===== src/rtl/mux_seq_pkg.sv =====
// rtl/mux_seq_pkg.sv - shared types, constants and helpers for the mux select sequencer
//
// Purpose : state encoding, channel-count constants and the lowest-enabled-
//           channel helper used by mux_sel_sequencer and rr_next_sel.
// Ports   : none (package).

package mux_seq_pkg;

  localparam int NCH   = 4;
  localparam int SEL_W = 2;

  typedef enum logic {
    IDLE  = 1'b0,
    DWELL = 1'b1
  } state_t;

  // Lowest-index enabled channel; returns 0 for an empty mask (callers
  // never start a scan with an empty mask).
  function automatic logic [SEL_W-1:0] first_enabled(input logic [NCH-1:0] mask);
    logic [SEL_W-1:0] idx;
    idx = '0;
    for (int i = NCH - 1; i >= 0; i--) begin
      if (mask[i]) begin
        idx = SEL_W'(i);
      end
    end
    return idx;
  endfunction

endpackage


===== src/rtl/mux_sel_sequencer_rr_next_sel.sv =====
// rtl/mux_sel_sequencer_rr_next_sel.sv - round-robin next enabled channel finder
//
// Purpose : given the current channel and the enable mask, find the next
//           enabled channel of higher index, wrapping past the top channel.
// Ports   : i_cur   - current channel index
//           i_mask  - channel enable mask (bit i = channel i)
//           o_next  - next enabled channel index
//           o_wrap  - next index is <= current index (pass complete)

module rr_next_sel
  import mux_seq_pkg::*;
(
  input  logic [SEL_W-1:0] i_cur,
  input  logic [NCH-1:0]   i_mask,
  output logic [SEL_W-1:0] o_next,
  output logic             o_wrap
);

  logic             w_found;
  logic [SEL_W-1:0] w_cand;

  // Search offsets 1..NCH so the current channel itself is the last
  // candidate; a single-channel mask therefore returns the same index and
  // is reported as a wrap. The 2-bit add wraps 3 -> 0 naturally.
  always_comb begin
    o_next  = i_cur;
    w_found = 1'b0;
    w_cand  = '0;
    for (int k = 1; k <= NCH; k++) begin
      w_cand = i_cur + SEL_W'(k);
      if (!w_found && i_mask[w_cand]) begin
        o_next  = w_cand;
        w_found = 1'b1;
      end
    end
    o_wrap = (o_next <= i_cur);
  end

endmodule


===== src/rtl/mux_sel_sequencer.sv =====
// rtl/mux_sel_sequencer.sv - round-robin select sequencer for a 2-bit 4:1 channel mux
//
// Purpose : steps the mux selects through the enabled channels, holding each
//           for a programmable dwell and strobing on its last dwell cycle.
//           Supports one-shot and continuous scans; all outputs registered.
// Ports   : clk           - system clock
//           rst_n         - synchronous active-low reset
//           start         - scan request, sampled in IDLE
//           stop          - scan abort, sampled in DWELL
//           one_shot      - 1 = single pass, 0 = continuous (latched at start)
//           ch_mask       - channel enables (latched at start)
//           dwell         - cycles per channel, 0 means 1 (latched at start)
//           s1, s0        - mux select MSB/LSB
//           sel_valid     - selects belong to an active scan
//           sample_strobe - pulse on the last dwell cycle of a channel
//           busy          - scan in progress
//           done          - pulse when a one-shot pass completes

module mux_sel_sequencer
  import mux_seq_pkg::*;
#(
  parameter int DWELL_W = 8
) (
  input  logic               clk,
  input  logic               rst_n,
  input  logic               start,
  input  logic               stop,
  input  logic               one_shot,
  input  logic [NCH-1:0]     ch_mask,
  input  logic [DWELL_W-1:0] dwell,
  output logic               s1,
  output logic               s0,
  output logic               sel_valid,
  output logic               sample_strobe,
  output logic               busy,
  output logic               done
);

  localparam logic [DWELL_W-1:0] DWELL_ONE = DWELL_W'(1);

  state_t             r_state;
  logic [SEL_W-1:0]   r_sel;
  logic [DWELL_W-1:0] r_cnt;
  logic [NCH-1:0]     r_mask;
  logic [DWELL_W-1:0] r_dwell;
  logic               r_one_shot;
  logic               r_sel_valid;
  logic               r_strobe;
  logic               r_busy;
  logic               r_done;

  logic [DWELL_W-1:0] w_dwell_eff;
  logic [DWELL_W-1:0] w_dwell_m1;
  logic [DWELL_W-1:0] w_cnt_inc;
  logic               w_last;
  logic               w_start_ok;
  logic [SEL_W-1:0]   w_next_sel;
  logic               w_wrap;

  assign w_dwell_eff = (dwell == '0) ? DWELL_ONE : dwell;
  assign w_dwell_m1  = r_dwell - DWELL_ONE;
  assign w_cnt_inc   = r_cnt + DWELL_ONE;
  assign w_last      = (r_cnt == w_dwell_m1);
  assign w_start_ok  = start && !stop && (ch_mask != '0);

  rr_next_sel u_rr_next_sel (
    .i_cur  (r_sel),
    .i_mask (r_mask),
    .o_next (w_next_sel),
    .o_wrap (w_wrap)
  );

  // The strobe is registered, so it is computed from the counter value the
  // next cycle will show: it lines up with the cycle where counter equals
  // dwell-1, including the dwell=1 case where every cycle is the last one.
  always_ff @(posedge clk) begin
    if (!rst_n) begin
      r_state     <= IDLE;
      r_sel       <= '0;
      r_cnt       <= '0;
      r_mask      <= '0;
      r_dwell     <= DWELL_ONE;
      r_one_shot  <= 1'b0;
      r_sel_valid <= 1'b0;
      r_strobe    <= 1'b0;
      r_busy      <= 1'b0;
      r_done      <= 1'b0;
    end else begin
      r_done <= 1'b0;
      case (r_state)
        IDLE: begin
          r_strobe <= 1'b0;
          if (w_start_ok) begin
            r_state     <= DWELL;
            r_mask      <= ch_mask;
            r_dwell     <= w_dwell_eff;
            r_one_shot  <= one_shot;
            r_sel       <= first_enabled(ch_mask);
            r_cnt       <= '0;
            r_sel_valid <= 1'b1;
            r_busy      <= 1'b1;
            r_strobe    <= (w_dwell_eff == DWELL_ONE);
          end
        end

        DWELL: begin
          if (stop) begin
            // Abort wins over any coincident advance; selects hold.
            r_state     <= IDLE;
            r_sel_valid <= 1'b0;
            r_busy      <= 1'b0;
            r_strobe    <= 1'b0;
          end else if (w_last) begin
            if (w_wrap && r_one_shot) begin
              r_state     <= IDLE;
              r_sel_valid <= 1'b0;
              r_busy      <= 1'b0;
              r_strobe    <= 1'b0;
              r_done      <= 1'b1;
            end else begin
              r_sel    <= w_next_sel;
              r_cnt    <= '0;
              r_strobe <= (r_dwell == DWELL_ONE);
            end
          end else begin
            r_cnt    <= w_cnt_inc;
            r_strobe <= (w_cnt_inc == w_dwell_m1);
          end
        end

        default: begin
          r_state     <= IDLE;
          r_sel_valid <= 1'b0;
          r_busy      <= 1'b0;
          r_strobe    <= 1'b0;
        end
      endcase
    end
  end

  assign s1            = r_sel[1];
  assign s0            = r_sel[0];
  assign sel_valid     = r_sel_valid;
  assign sample_strobe = r_strobe;
  assign busy          = r_busy;
  assign done          = r_done;

endmodule


===== config.mk =====
export PLATFORM = sky130hd
export DESIGN_NAME = mux_sel_sequencer
export DESIGN_NICKNAME = d
export VERILOG_FILES = /design/src/rtl/mux_seq_pkg.sv /design/src/rtl/mux_sel_sequencer_rr_next_sel.sv /design/src/rtl/mux_sel_sequencer.sv
export SDC_FILE = /design/constraint.sdc
export NUM_CORES = 1
export LEC_CHECK = 0
export BUFFER_PORTS_ARGS = -buffer_cell sky130_fd_sc_hd__buf_2
export CAP_MARGIN = 30
export CORE_ASPECT_RATIO = 0.6
export CORE_MARGIN = 4
export CORE_UTILIZATION = 58
export DETAILED_ROUTE_END_ITERATION = 8
export HOLD_SLACK_MARGIN = 0.08
export PLACE_DENSITY_LB_ADDON = 0.15
export SYNTH_ARGS = -nofsm -noshare
export SYNTH_HDL_FRONTEND = slang
export SYNTH_SLANG_ARGS = --single-unit
export TNS_END_PERCENT = 30

===== constraint.sdc =====
create_clock -name clk -period 4.6 [get_ports clk]
set_input_delay 0.46 -clock clk [delete_from_list [all_inputs] [get_ports clk]]
set_output_delay 0.46 -clock clk [all_outputs]
set_load 0.05 [all_outputs]

Word level (Yosys, flattened, before mapping)
Index checks and enable logic that the tools add are counted.

Eq/ne operators: 11. Bitwise operators: 3. Multipliers: 0. Div/mod/pow operators: 0. Muxes and demuxes: 46. Shift operators: 0. Reductions and logical operators: 17. $add $sub $neg: 5. Order comparisons: 5.

Operator list (number): two-way mux 8 bit (5); two-way mux 2 bit (12); two-way mux 1 bit (20); equality test 8 x 1 -> 1 bit (second input constant) (2); equality test 8 bit (2); case mux 8 bit (2 select lines) (1); less-than comparator 2 x 3 -> 1 bit (second input constant) (4); adder 8 x 1 -> 8 bit (second input constant) (1); binary-select mux 1 bit (select 2 bit) (4); logical NOT 8 bit (1); subtractor 8 x 1 -> 8 bit (second input constant) (1); logical AND 1 bit (6); != test 2 bit (second input constant) (3); != test 3 x 2 -> 1 bit (second input constant) (2); case mux 1 bit (2 select lines) (3); AND reduction 3 bit (2); adder 2 bit (second input constant) (2); logical NOT 1 bit (4); case mux 2 bit (2 select lines) (1); AND reduction 4 bit (1); nonzero test 4 bit (1); OR reduction 4 bit (1); != test 3 bit (second input constant) (1); inverter 1 bit (3); other kinds (4) (4).

Input bits: 17. Memories: 0. Register bits: 27. Bits in read-only memories: 0. RAM bits: 0. Output and inout port bits: 6. Latch bits: 0.

Depth between registers and ports, before layout
Gate-level depths: netlist (run 1).

Depth after elaboration: 19. Gate-level depth with buffers: 11. Mapped depth without buffers: 11.

Modules after synthesis
From an unflattened synthesis (run 1), not the netlist that was laid out.

Cell total of the unflattened synthesis: 225. Area, all modules: 1786.7 µm².

Modules (own cells, without submodules): mux_sel_sequencer (cells an instance 208, seq. area each 540.5 µm², area an instance 1651.6 µm², times used 1); rr_next_sel (cells an instance 17, seq. area each 0.0 µm², area an instance 135.1 µm², times used 1).

Least setup slack after synthesis (run 1)
Ideal clock, no wire load.

Path kind: register -> register. From: register r_sel[1]. To: register r_cnt[5]. Library setup time: 0.079 ns. Slack: 1.959 ns. Arrival time: 2.562 ns. Stages on the path, launching flop included: 12. Clock period less this slack: 2.641 ns. Required time: 4.521 ns. Buffers on the path: 1. Cell sequence: dfxtp_1 -> clkbuf_1 -> mux2i_1 -> o22ai_1 -> a31oi_1 -> ha_1 -> nor2b_1 -> o21ai_0 -> nand2_1 -> nor3_1 -> a21oi_4 -> o221ai_2.

Cells in the longest elaborated chain, start to end: 17. Elaborated cells on any way between the ends: 28.

RTL lines: from (decl) (RTL line mux_sel_sequencer.sv:42) `logic [SEL_W-1:0] r_sel;`; from (signal assigned) (RTL line mux_sel_sequencer.sv:98) `r_sel <= first_enabled(ch_mask);`; from (signal assigned) (RTL line mux_sel_sequencer.sv:121) `r_sel <= w_next_sel;`; adder 2 x 1 -> 2 bit (RTL line mux_sel_sequencer_rr_next_sel.sv:30) `w_cand = i_cur + SEL_W'(k);`; binary-select mux 1 bit (select 2 bit) (RTL line mux_sel_sequencer_rr_next_sel.sv:31) `if (!w_found && i_mask[w_cand]) begin`; two-way mux 1 bit (not written as such) (RTL line mux_sel_sequencer_rr_next_sel.sv:31); two-way mux 1 bit (RTL line mux_sel_sequencer_rr_next_sel.sv:31); logical NOT 1 bit (RTL line mux_sel_sequencer_rr_next_sel.sv:31); logical AND 1 bit (RTL line mux_sel_sequencer_rr_next_sel.sv:31); two-way mux 1 bit (RTL line mux_sel_sequencer_rr_next_sel.sv:31); logical NOT 1 bit (RTL line mux_sel_sequencer_rr_next_sel.sv:31); logical AND 1 bit (RTL line mux_sel_sequencer_rr_next_sel.sv:31); two-way mux 1 bit (RTL line mux_sel_sequencer_rr_next_sel.sv:31); logical NOT 1 bit (RTL line mux_sel_sequencer_rr_next_sel.sv:31); logical AND 1 bit (RTL line mux_sel_sequencer_rr_next_sel.sv:31); two-way mux 2 bit (RTL line mux_sel_sequencer_rr_next_sel.sv:31); <= comparator 2 bit (*) (RTL line mux_sel_sequencer_rr_next_sel.sv:36) `o_wrap = (o_next <= i_cur);`; logical AND 1 bit (*) (RTL line mux_sel_sequencer.sv:114) `if (w_wrap && r_one_shot) begin`; != test 3 bit (no source line) (*); AND reduction 3 bit (no source line) (*); to (signal assigned) (RTL line mux_sel_sequencer.sv:126) `r_cnt <= w_cnt_inc;`; to (decl) (RTL line mux_sel_sequencer.sv:43) `logic [DWELL_W-1:0] r_cnt;`.

Mark *: on every way between the ends. The rest lies on a longest branch, timed or not. The select of a mux whose other input is x is not followed. A chain may end at the register's enable or synchronous reset.

Final worst setup path (run 1)
From: register r_sel[1]. To: register r_cnt[2].

The elaborated chain is that of the path after synthesis.

==> metrics.cfg, run 1 <==
[route]
vias=1717
first_iter_violations=272
dr.pass1.iters=5
wl_um=4410
final_antenna_net_count=0
drc=0
wl_per_cell_um=16.0
via_per_inst=6.24

[synthesis]
synthTopCellsByArea=dfxtp_1 (29%), nand2_1 (6.9%), xnor2_1 (4.3%), a21oi_1 (3.8%), ha_1 (3.4%)
ys_ff_latch=27
syn_area_um2=1840
ys_seq_area_frac=0.294
yosysUniqueCellTypes=54
synth_top_area_share=0.294
synthesis.nets=237
syn_inst=215
synth_top_cell_by_area=dfxtp_1
avgSynthCellArea_um2=8.54
synth_warnings=0

[timing]
hold_viol_final=0
finalMaxSlewViolations=0
fin_tns_setup_ps=0
fin_crit_sh=0.567
max_freq_ghz=0.384
final.setup.worst_slack_ps=1990
fin_skew_ps=1.94
slew_headroom=0.584
finalSetupViolations=0
worst_pin_slew_ps=617
rsz0062_at_grt=no
min_period_ps=2610

[final_layout]
finalNetCount=256
fill_cells=239
stdcell_count=275
synthToLayoutAreaGrowth_pct=10.1
diodes=0
design_area_um2=2020
drive_gt1_frac=0.189

[run_status]
status=finished clean

[worst_setup_path]
crit_chain=mux2i_1 > o22ai_1 > a31oi_1 > ha_1 > nor2b_1 > o21ai_0 > nand2_1 > nor3_1 > a21oi_4 > a31oi_1
slowest_stage=dfxtp_1
start_kind=flip-flop
cp.required_ps=4800
cp.arrival_ps=2810
crit_top_cell=a31oi_1
endpoint_kind=flip-flop
critPathMaxFanout=9
max_stage_delay_ps=490
path_class=reg -> reg

[placement]
place_congestion=0.871
io_buffer_count=22
dpl.hpwl_um=3490
placed_cells=271
place_ws_ps=2050
dpl_cell_area_um2=1980

[clock_tree]
hold_buffers=0
worstSkewPairLatency_ps=270
clkSinkCount=27
root_buffer=clkbuf_8
clockBufferDepth=2
cts_buffers=3
ctsResizeCount=0
clk_pin_slew_ps=90
tritoncts=yes
post_cts_buffers=0
htreeDepth=1

[pwr]
p_leak_nw=0.756
irDropWorstVdd_uv=189
power.density_nw_per_um2=266
total_power_w=0.000539

[job]
cap_violations=0

[grt]
antenna_found_initial=0
grt_max_degree=17
grt_first_pass_wirelength_um=7180
grt_overflow_total=0
grt_pass1_vias=1511
grt_usage=0.227

[worst_hold_path]
holdCritPathClass=in -> reg

[floorplanning]
core_um2=2950
io_pins=23
die_area_um2=4160
row_count=15
die_y_um=51.6
dieWidth_um=80.7
initial_utilization=0.623

==> cell type report <==
class                      instances  area, µm²  share of cell area
multi-input combinational        168       1220               0.604
sequential                        27        541               0.267
timing repair buffer              24        125              0.0618
tap                               42       52.6              0.0260
clock buffer                       4       45.0              0.0223
inverter                          10       37.5              0.0186
==> synth_stat cells, drive strengths merged <==
cell,number
clkbuf,5
o311a,1
nor3,11
o211ai,2
a22oi,5
nor2,11
nor3b,2
a221oi,1
and4,1
o31ai,2
inv,10
buf,5
xnor2,12
a31oi,7
xor2,5
or4,1
or3,1
o221ai,1
a41oi,4
o21ai,5
a21boi,1
nand3b,2
a21o,1
nand2,34
and3,4
o41ai,2
o2111ai,1
xnor3,2
nor2b,2
a21oi,15
nand2b,4
nand4,3
dfxtp,27
nand3,7
and2,1
mux2i,3
o21a,2
nor4,3
ha,5
a211oi,1
o22ai,3
==> power by group <==
group	total, W	internal (W)	switching [W]
registers	0.000255	0.000242	0.0000131
logic	0.000149	0.0000598	0.0000888
clock network	0.000135	0.0000622	0.0000730
total	0.000539	0.000364	0.000175
==> routing by layer <==
layer,vias up,global-route usage,wire [µm]
met5,-,0,0
met4,0,0.0815,85
met3,14,0.0554,496
met2,106,0.319,1830
met1,781,0.333,2000
li1,816,-,-
==> cell families (layout without fill, tap and decap cells) <==
kind of cell             count (synthesis)  in the layout  synth area share
AND/OR/NAND/NOR                         87             87             0.255
AO/OA/AOI/OAI                           54             54             0.225
flip-flops                              27             27             0.294
buffers and inverters                   20             38            0.0443
XOR/XNOR                                19             19             0.131
adder cells (fa/ha/maj)                  5              5            0.0341
multiplexers                             3              3            0.0163
==> metrics by stage <==
step	hold WS, ps	util
after floorplan	452	-
after global placement	475	0.671
after detailed placement	492	0.671
after CTS	412	0.687
after global routing	426	0.687
final	423	0.687
==> sequential cells by signal, summed over array words and instances, names as in the netlist <==
signal	cells
busy	1
done	1
r_cnt	8
r_dwell	8
r_mask	4
r_one_shot	1
r_sel	2
r_state	1
sample_strobe	1
==> layout by cell type (no fill, tap or decap), types with 3 or more instances in the layout <==
cell type / Yosys / final
a21oi_1: 14 / 14
inv_1: 10 / 10
buf_2: 2 / 22
xor2_1: 5 / 5
ha_1: 5 / 5
o21ai_0: 4 / 4
a31oi_1: 7 / 7
mux2i_1: 3 / 3
nand2b_1: 4 / 4
xnor2_1: 9 / 9
a22oi_1: 5 / 5
clkbuf_8: 0 / 3
and3_1: 4 / 4
nand3_1: 7 / 7
dfxtp_1: 27 / 27
nor2_1: 11 / 11
o22ai_1: 3 / 3
nor3_1: 9 / 9
nand2_1: 34 / 34
==> worst paths after layout <==
| path | slack [ps] | to | from | depth (start not counted) |
|---|---|---|---|---|
| min | 420 | r_one_shot | one_shot | 3 |
| max reg2reg | 1990 | r_cnt[2] | r_sel[1] | 10 |
| min reg2reg | 500 | r_dwell[7] | r_dwell[7] | 2 |
| max | 1990 | r_cnt[2] | r_sel[1] | 10 |
==> worst max-delay path, delay by kind of cell, from the launching register on <==
| kind | cells | cell delay, ps |
|---|---|---|
| AOI/OAI and AO/OA | 5 | 980 |
| and+or+nand+nor | 3 | 620 |
| DFF | 1 | 490 |
| muxes | 1 | 230 |
| adders and majority gates | 1 | 200 |
Note: power is estimated with default switching activity, not from simulation.
==> run 2, diff against run 1 <==
ABC_AREA = 1   (was unset)
CORE_UTILIZATION = 53   (was 58)
clock period = 2.2 ns   (was 4.6 ns; I/O delays follow)
==> metrics.cfg, run 2 <==
[synthesis]
synth_top_cell_by_area=dfxtp_1
synthFlopType=dfxtp_1
ys_seq_area_frac=0.250  ; -0.0446
syn_area_um2=2160  ; +18%
synth_common_cells=nand2_1 (118), nor2_1 (45), nand3_1 (38)
synth_warnings=0  ; unchanged
synth_top_area_share=0.250  ; -0.0446
avgSynthCellArea_um2=5.96  ; -30%
ys_ff_latch=27  ; unchanged
synthesis.nets=385  ; +62%
syn_inst=363  ; +69%
synth_enable_flop_cells=0  ; unchanged
synth-async-reset-ratio=0  ; unchanged
synth_most_common_cell=nand2_1
yosysUniqueCellTypes=30  ; -44%
synthTopCellsByArea=dfxtp_1 (25%), nand2_1 (20%), nand3_1 (8.8%), nor2_1 (7.8%), inv_1 (6.1%)

[pwr]
p_clk_frac=0.140  ; -0.111
swShare=0.447  ; +0.122
p_int_w=0.00118  ; +220%
p_sw_w=0.000952  ; +440%
p_leak_nw=1.32  ; +74%
combPwrFrac=0.555  ; +0.279
irDropWorstVdd_uv=354  ; +88%
pwr-share-seq=0.305  ; -0.168
power.density_nw_per_um2=796  ; +200%
total_power_w=0.00213  ; +300%

[worst_setup_path]
cp.required_ps=2420  ; -2380 ps
cp.arrival_ps=2680  ; -130 ps
path_class=reg -> reg
critPathMaxFanout=6  ; -3
start_kind=flip-flop
max_stage_delay_ps=390  ; -100 ps
endpoint_kind=flip-flop
slowest_stage=dfxtp_4
crit_chain=nand2_1 > nand2_2 > nand2_4 > nand2_4 > nor2_4 > nand3_1 > nand2_2 > inv_2 > ha_4 > inv_2 > nor2_1 > o21ai_1 > nand2_1 > a21oi_2 > nor2_2 > inv_2 > nand2_2 > nor2_1 > nor2_1

[route]
final_antenna_net_count=0  ; unchanged
wl_per_cell_um=14.0  ; -13%
drc=0  ; unchanged
first_iter_violations=218  ; -20%
wl_um=6370  ; +44%
dr.pass1.iters=5  ; unchanged
vias=2522  ; +47%
via_per_inst=5.56  ; -11%

[clock_tree]
tritoncts=yes
hold_buffers=0  ; unchanged
htreeDepth=1  ; unchanged
worstSkewPairLatency_ps=280  ; about the same
root_buffer=clkbuf_8
clkSinkCount=27  ; unchanged
clk_pin_slew_ps=100  ; about the same
cts_buffers=3  ; unchanged
clockBufferDepth=2  ; unchanged

[timing]
finalSetupViolations=13  ; +13
rsz0062_at_grt=yes
max_freq_ghz=0.407  ; +6.0%
finalMaxSlewViolations=0  ; unchanged
whs_ps=192  ; -231 ps
fin_crit_sh=1.12  ; +0.551
fin_tns_setup_ps=-2820  ; -2820 ps
slew_headroom=0.690  ; +0.106
worst_pin_slew_ps=464  ; -153 ps
hold_viol_final=0  ; unchanged
min_period_ps=2460  ; -148 ps
final.setup.worst_slack_ps=-259  ; -2250 ps
fin_skew_ps=2.51  ; +0.575 ps

[placement]
place_congestion=0.879  ; +0.95%
dpl.hpwl_um=4410  ; +26%
io_buffer_count=22  ; unchanged
place_ws_ps=-251  ; -2300 ps

[final_layout]
reg.largest.list=r_cnt x8, r_dwell x8, r_mask x4
final_cell_mix=nand2_1 (99), nor2_1 (41), nand3_1 (37)
fin_util=0.704  ; +0.0170
synthToLayoutAreaGrowth_pct=23.8
diodes=0  ; unchanged
finalNetCount=430  ; +68%
layout_commonest_cell=nand2_1
drive_gt1_frac=0.292  ; +0.104

[grt]
antenna_found_initial=0  ; unchanged
grt_pass1_vias=2104  ; +39%
grt_usage=0.236  ; +0.00907
grt_max_degree=23  ; +6
grt_first_pass_wirelength_um=10000  ; +39%
grt_overflow_total=0  ; unchanged

[floorplanning]
dieWidth_um=90.5  ; +12%
initial_utilization=0.569  ; -0.0548
die_y_um=57.5  ; +11%
die_area_um2=5200  ; +25%
core_um2=3810  ; +29%
row_count=17  ; +2
io_pins=23  ; unchanged

[run_status]
failed_checks=negative setup slack
status=complete, but fails checks

[job]
cap_violations=0  ; unchanged

[worst_hold_path]
holdCritPathClass=in -> reg

run 2: changes by cell type in the layout (fill, tap and decap cells not counted), sizes merged, moves of 12 or more:
cell	before	now
inv	10	38
buf	24	53
o21ai	5	17
nand2	34	127
nor2	11	51
nand3	7	42
run 2: cells by family (layout without fill, tap and decap cells):
kind of cell / Yosys count / in the layout / share of synthesized area
simple gates: 237 / 238 / 0.502
buf+inv: 52 / 95 / 0.109
compound gates: 36 / 36 / 0.0867
flops: 27 / 27 / 0.250
xor+xnor: 6 / 6 / 0.0243
fa+ha+maj: 5 / 5 / 0.0289
run 2: path summary, 6_finish.rpt:
kind | start | endpoint | slack (ps) | cells past startpoint
worst min register to register | r_mask[0] | r_mask[0] | 530 | 2
worst max register to register | r_sel[0] | r_cnt[3] | -260 | 19
worst max-delay path | r_sel[0] | r_cnt[3] | -260 | 19
worst min-delay path | one_shot | r_one_shot | 190 | 3
run 2: metal layers:
layer | GRT usage | vias up | share of wire
met5 | 0 | - | 0
met4 | 0.0283 | 0 | 0.013
met3 | 0.0593 | 10 | 0.093
li1 | - | 1255 | -
met2 | 0.337 | 118 | 0.41
met1 | 0.361 | 1139 | 0.49
run 2: cell type report:
class	count	area [µm²]
clock buffer	3	41.3
clock inverter	1	6.26
fill	308	1130
inverter	38	145
multi-input combinational	285	1530
sequential	27	548
tap	47	58.8
timing repair buffer	53	354
run 2: critical path: cells and delay by family (launching register included):
kind	cells	cell delay (ps)
AND/OR/NAND/NOR	13	1420
flip-flops	1	390
buffers and inverters	3	180
AO/OA/AOI/OAI	2	140
adder cells (fa/ha/maj)	1	260
run 2: timing repair:
item / CTS / global route
endpoints found under the setup margin: 13 / 14
pin swaps: 20 / 14
resized for setup: 24 / 19
gates cloned: 1 / 0
buffers inserted: 13 / 3
hold endpoints to repair: 0 / 0
run 2: power by group through the flow:
stage	sequential [W]	combinational, W	clock, W
after floorplan	0.000640	0.000672	0
after global placement	0.000650	0.000859	0
after detailed placement	0.000653	0.000870	0
after CTS	0.000643	0.00107	0.000300
after global routing	0.000657	0.00129	0.000317
final	0.000651	0.00118	0.000298
run 2: through the flow:
stage / instance area (µm²) / std cells
after global placement: 2370 / 433
after CTS: 2590 / 451
final: 2680 / 454
after detailed placement: 2370 / 433
after global routing: 2680 / 454
after floorplan: 2190 / 363
==> run 3, diff against run 2 <==
CORE_UTILIZATION = 58   (was 53)
clock period = 2.95 ns   (was 2.2 ns; I/O delays follow)
==> metrics.cfg, run 3 (same netlist as run 2, synthesis figures left out) <==
[final_layout]
finalNetCount=404  ; -6.0%
fill_cells=317  ; +2.9%
design_area_um2=2360  ; -12%
diodes=0  ; unchanged
layout_commonest_cell=nand2_1
stdcell_count=426  ; -6.2%
final_cell_mix=nand2_1 (115), nor2_1 (43), nand3_1 (38)
synthToLayoutAreaGrowth_pct=8.90
drive_gt1_frac=0.168  ; -0.124
reg.largest.list=r_cnt x8, r_dwell x8, r_mask x4

[clock_tree]
root_buffer=clkbuf_8
cts_buffers=3  ; unchanged
worstSkewPairLatency_ps=280  ; about the same
hold_buffers=0  ; unchanged
clkSinkCount=27  ; unchanged
tritoncts=yes
clockBufferDepth=2  ; unchanged
htreeDepth=1  ; unchanged
clk_pin_slew_ps=110  ; about the same

[floorplanning]
io_pins=23  ; unchanged
core_um2=3420  ; -10%
initial_utilization=0.632  ; +0.0638
die_area_um2=4810  ; -7.7%
die_y_um=55.3  ; -3.8%
dieWidth_um=86.9  ; -4.0%
row_count=16  ; -1

[grt]
grt_overflow_total=0  ; unchanged
met3_usage=0.0357  ; -0.0236
grt_usage=0.222  ; -0.0141
antenna_found_initial=0  ; unchanged
grt_first_pass_wirelength_um=8800  ; -12%
use_met2=0.267  ; -0.0702
grt_max_degree=23  ; unchanged
met1_usage=0.397  ; +0.0363
grt_busiest_layer=met1
grt_pass1_vias=1770  ; -16%

[timing]
fin_crit_sh=0.957  ; -0.161
finalSetupViolations=0  ; -13
hold_viol_final=0  ; unchanged
min_period_ps=2820  ; +363 ps
slew_headroom=0.646  ; -0.0447
fin_tns_setup_ps=0  ; +2820 ps
finalMaxSlewViolations=0  ; unchanged
max_freq_ghz=0.354  ; -13%
fin_skew_ps=12.3  ; +9.82 ps
whs_ps=265  ; +72.5 ps
worst_pin_slew_ps=531  ; +66.9 ps

[route]
drc=0  ; unchanged
final_antenna_net_count=0  ; unchanged
wl_per_cell_um=12.6  ; -10%
vias=2324  ; -7.9%
wl_um=5360  ; -16%
first_iter_violations=219  ; +0.46%
via_per_inst=5.46  ; -1.8%
dr.pass1.iters=5  ; unchanged

[worst_setup_path]
cp.arrival_ps=3040  ; +360 ps
crit_top_cell=nand2_1
endpoint_kind=flip-flop
critPathMaxFanout=13  ; +7
path_class=reg -> reg
crit_chain=clkinvlp_4 > buf_4 > nand2_1 > nand2_1 > nand2_1 > nand2_1 > nor2_2 > nand2_1 > nand3_1 > nand2_1 > inv_1 > ha_1 > inv_1 > nor2_1 > o21ai_1 > nand2_1 > a21oi_2 > nor2_2 > inv_2 > nand2_4 > nand2_1 > nand2_1 > nor2_1
start_kind=flip-flop
cp.required_ps=3160  ; +740 ps
max_stage_delay_ps=400  ; about the same
slowest_stage=dfxtp_4

[run_status]
status=finished clean

[pwr]
total_power_w=0.00134  ; -37%
p_leak_nw=1.16  ; -12%
irDropWorstVdd_uv=332  ; -6.1%
power.density_nw_per_um2=567  ; -29%

[placement]
place_congestion=1.08  ; +23%
dpl_cell_area_um2=2250  ; -5.2%
io_buffer_count=22  ; unchanged
dpl.hpwl_um=4170  ; -5.4%
placed_cells=417  ; -3.7%

[job]
cap_violations=0  ; unchanged

[worst_hold_path]
holdCritPathClass=in -> reg

run 3: cell count changes in the layout (fill, tap and decap cells not counted), moves of 2 or more:
cell,delta
nand2_1,+16
buf_6,-3
nor2_1,+2
inv_4,-2
nand2_4,-5
inv_1,+4
a21oi_2,-3
clkinvlp_4,+2
a21oi_1,+3
buf_4,-22
inv_2,-4
nand2_2,-12
run 3: layout make-up:
type	count	area, µm²	share of cell area
Inverter	38	146	0.0621
Tap cell	45	56.3	0.0239
Sequential cell	27	546	0.231
Clock buffer	3	41.3	0.0175
Multi-Input combinational cell	284	1410	0.596
Timing Repair Buffer	28	155	0.0658
Clock inverter	1	7.51	0.00318
run 3: timing repair:
item | 4_1_cts | 5_1_grt
setup buffers | 0 | 5
resized for setup | 1 | 10
gates cloned | 0 | 0
endpoints found under the setup margin | 1 | 11
pin swaps | 0 | 2
run 3: per-stage QoR:
stage	setup WS [ps]	utilization
2_1_floorplan	99.4	-
3_3_place_gp	194	0.656
3_5_place_dp	23.5	0.656
4_1_cts	62.1	0.671
5_1_grt	-64.1	0.689
6_report	128	0.689
run 3: worst max-delay path, delay by kind of cell (launching register included):
kind,cells,cell delay [ps]
simple gates,15,1230
buf+inv,5,600
flops,1,400
compound gates,2,290
fa+ha+maj,1,230
run 3: worst paths after layout:
check,from,end,slack [ps],cells after the start
max reg2reg,r_sel[0],r_cnt[7],130,23
max,r_sel[0],r_cnt[7],130,23
min reg2reg,r_one_shot,r_one_shot,520,2
min,one_shot,r_one_shot,260,3
run 3: power by group:
part           switching [W]  internal (W)
sequential         0.0000811      0.000408
clock               0.000125     0.0000961
combinational       0.000404      0.000221
total               0.000610      0.000725
run 3: metal layers:
| metal | share of wire | vias to the layer above | routed length (µm) |
|---|---|---|---|
| li1 | - | 1204 | - |
| met1 | 0.55 | 1027 | 2960 |
| met2 | 0.37 | 91 | 1980 |
| met3 | 0.075 | 2 | 400 |
| met4 | 0.0026 | 0 | 14 |
| met5 | 0 | - | 0 |
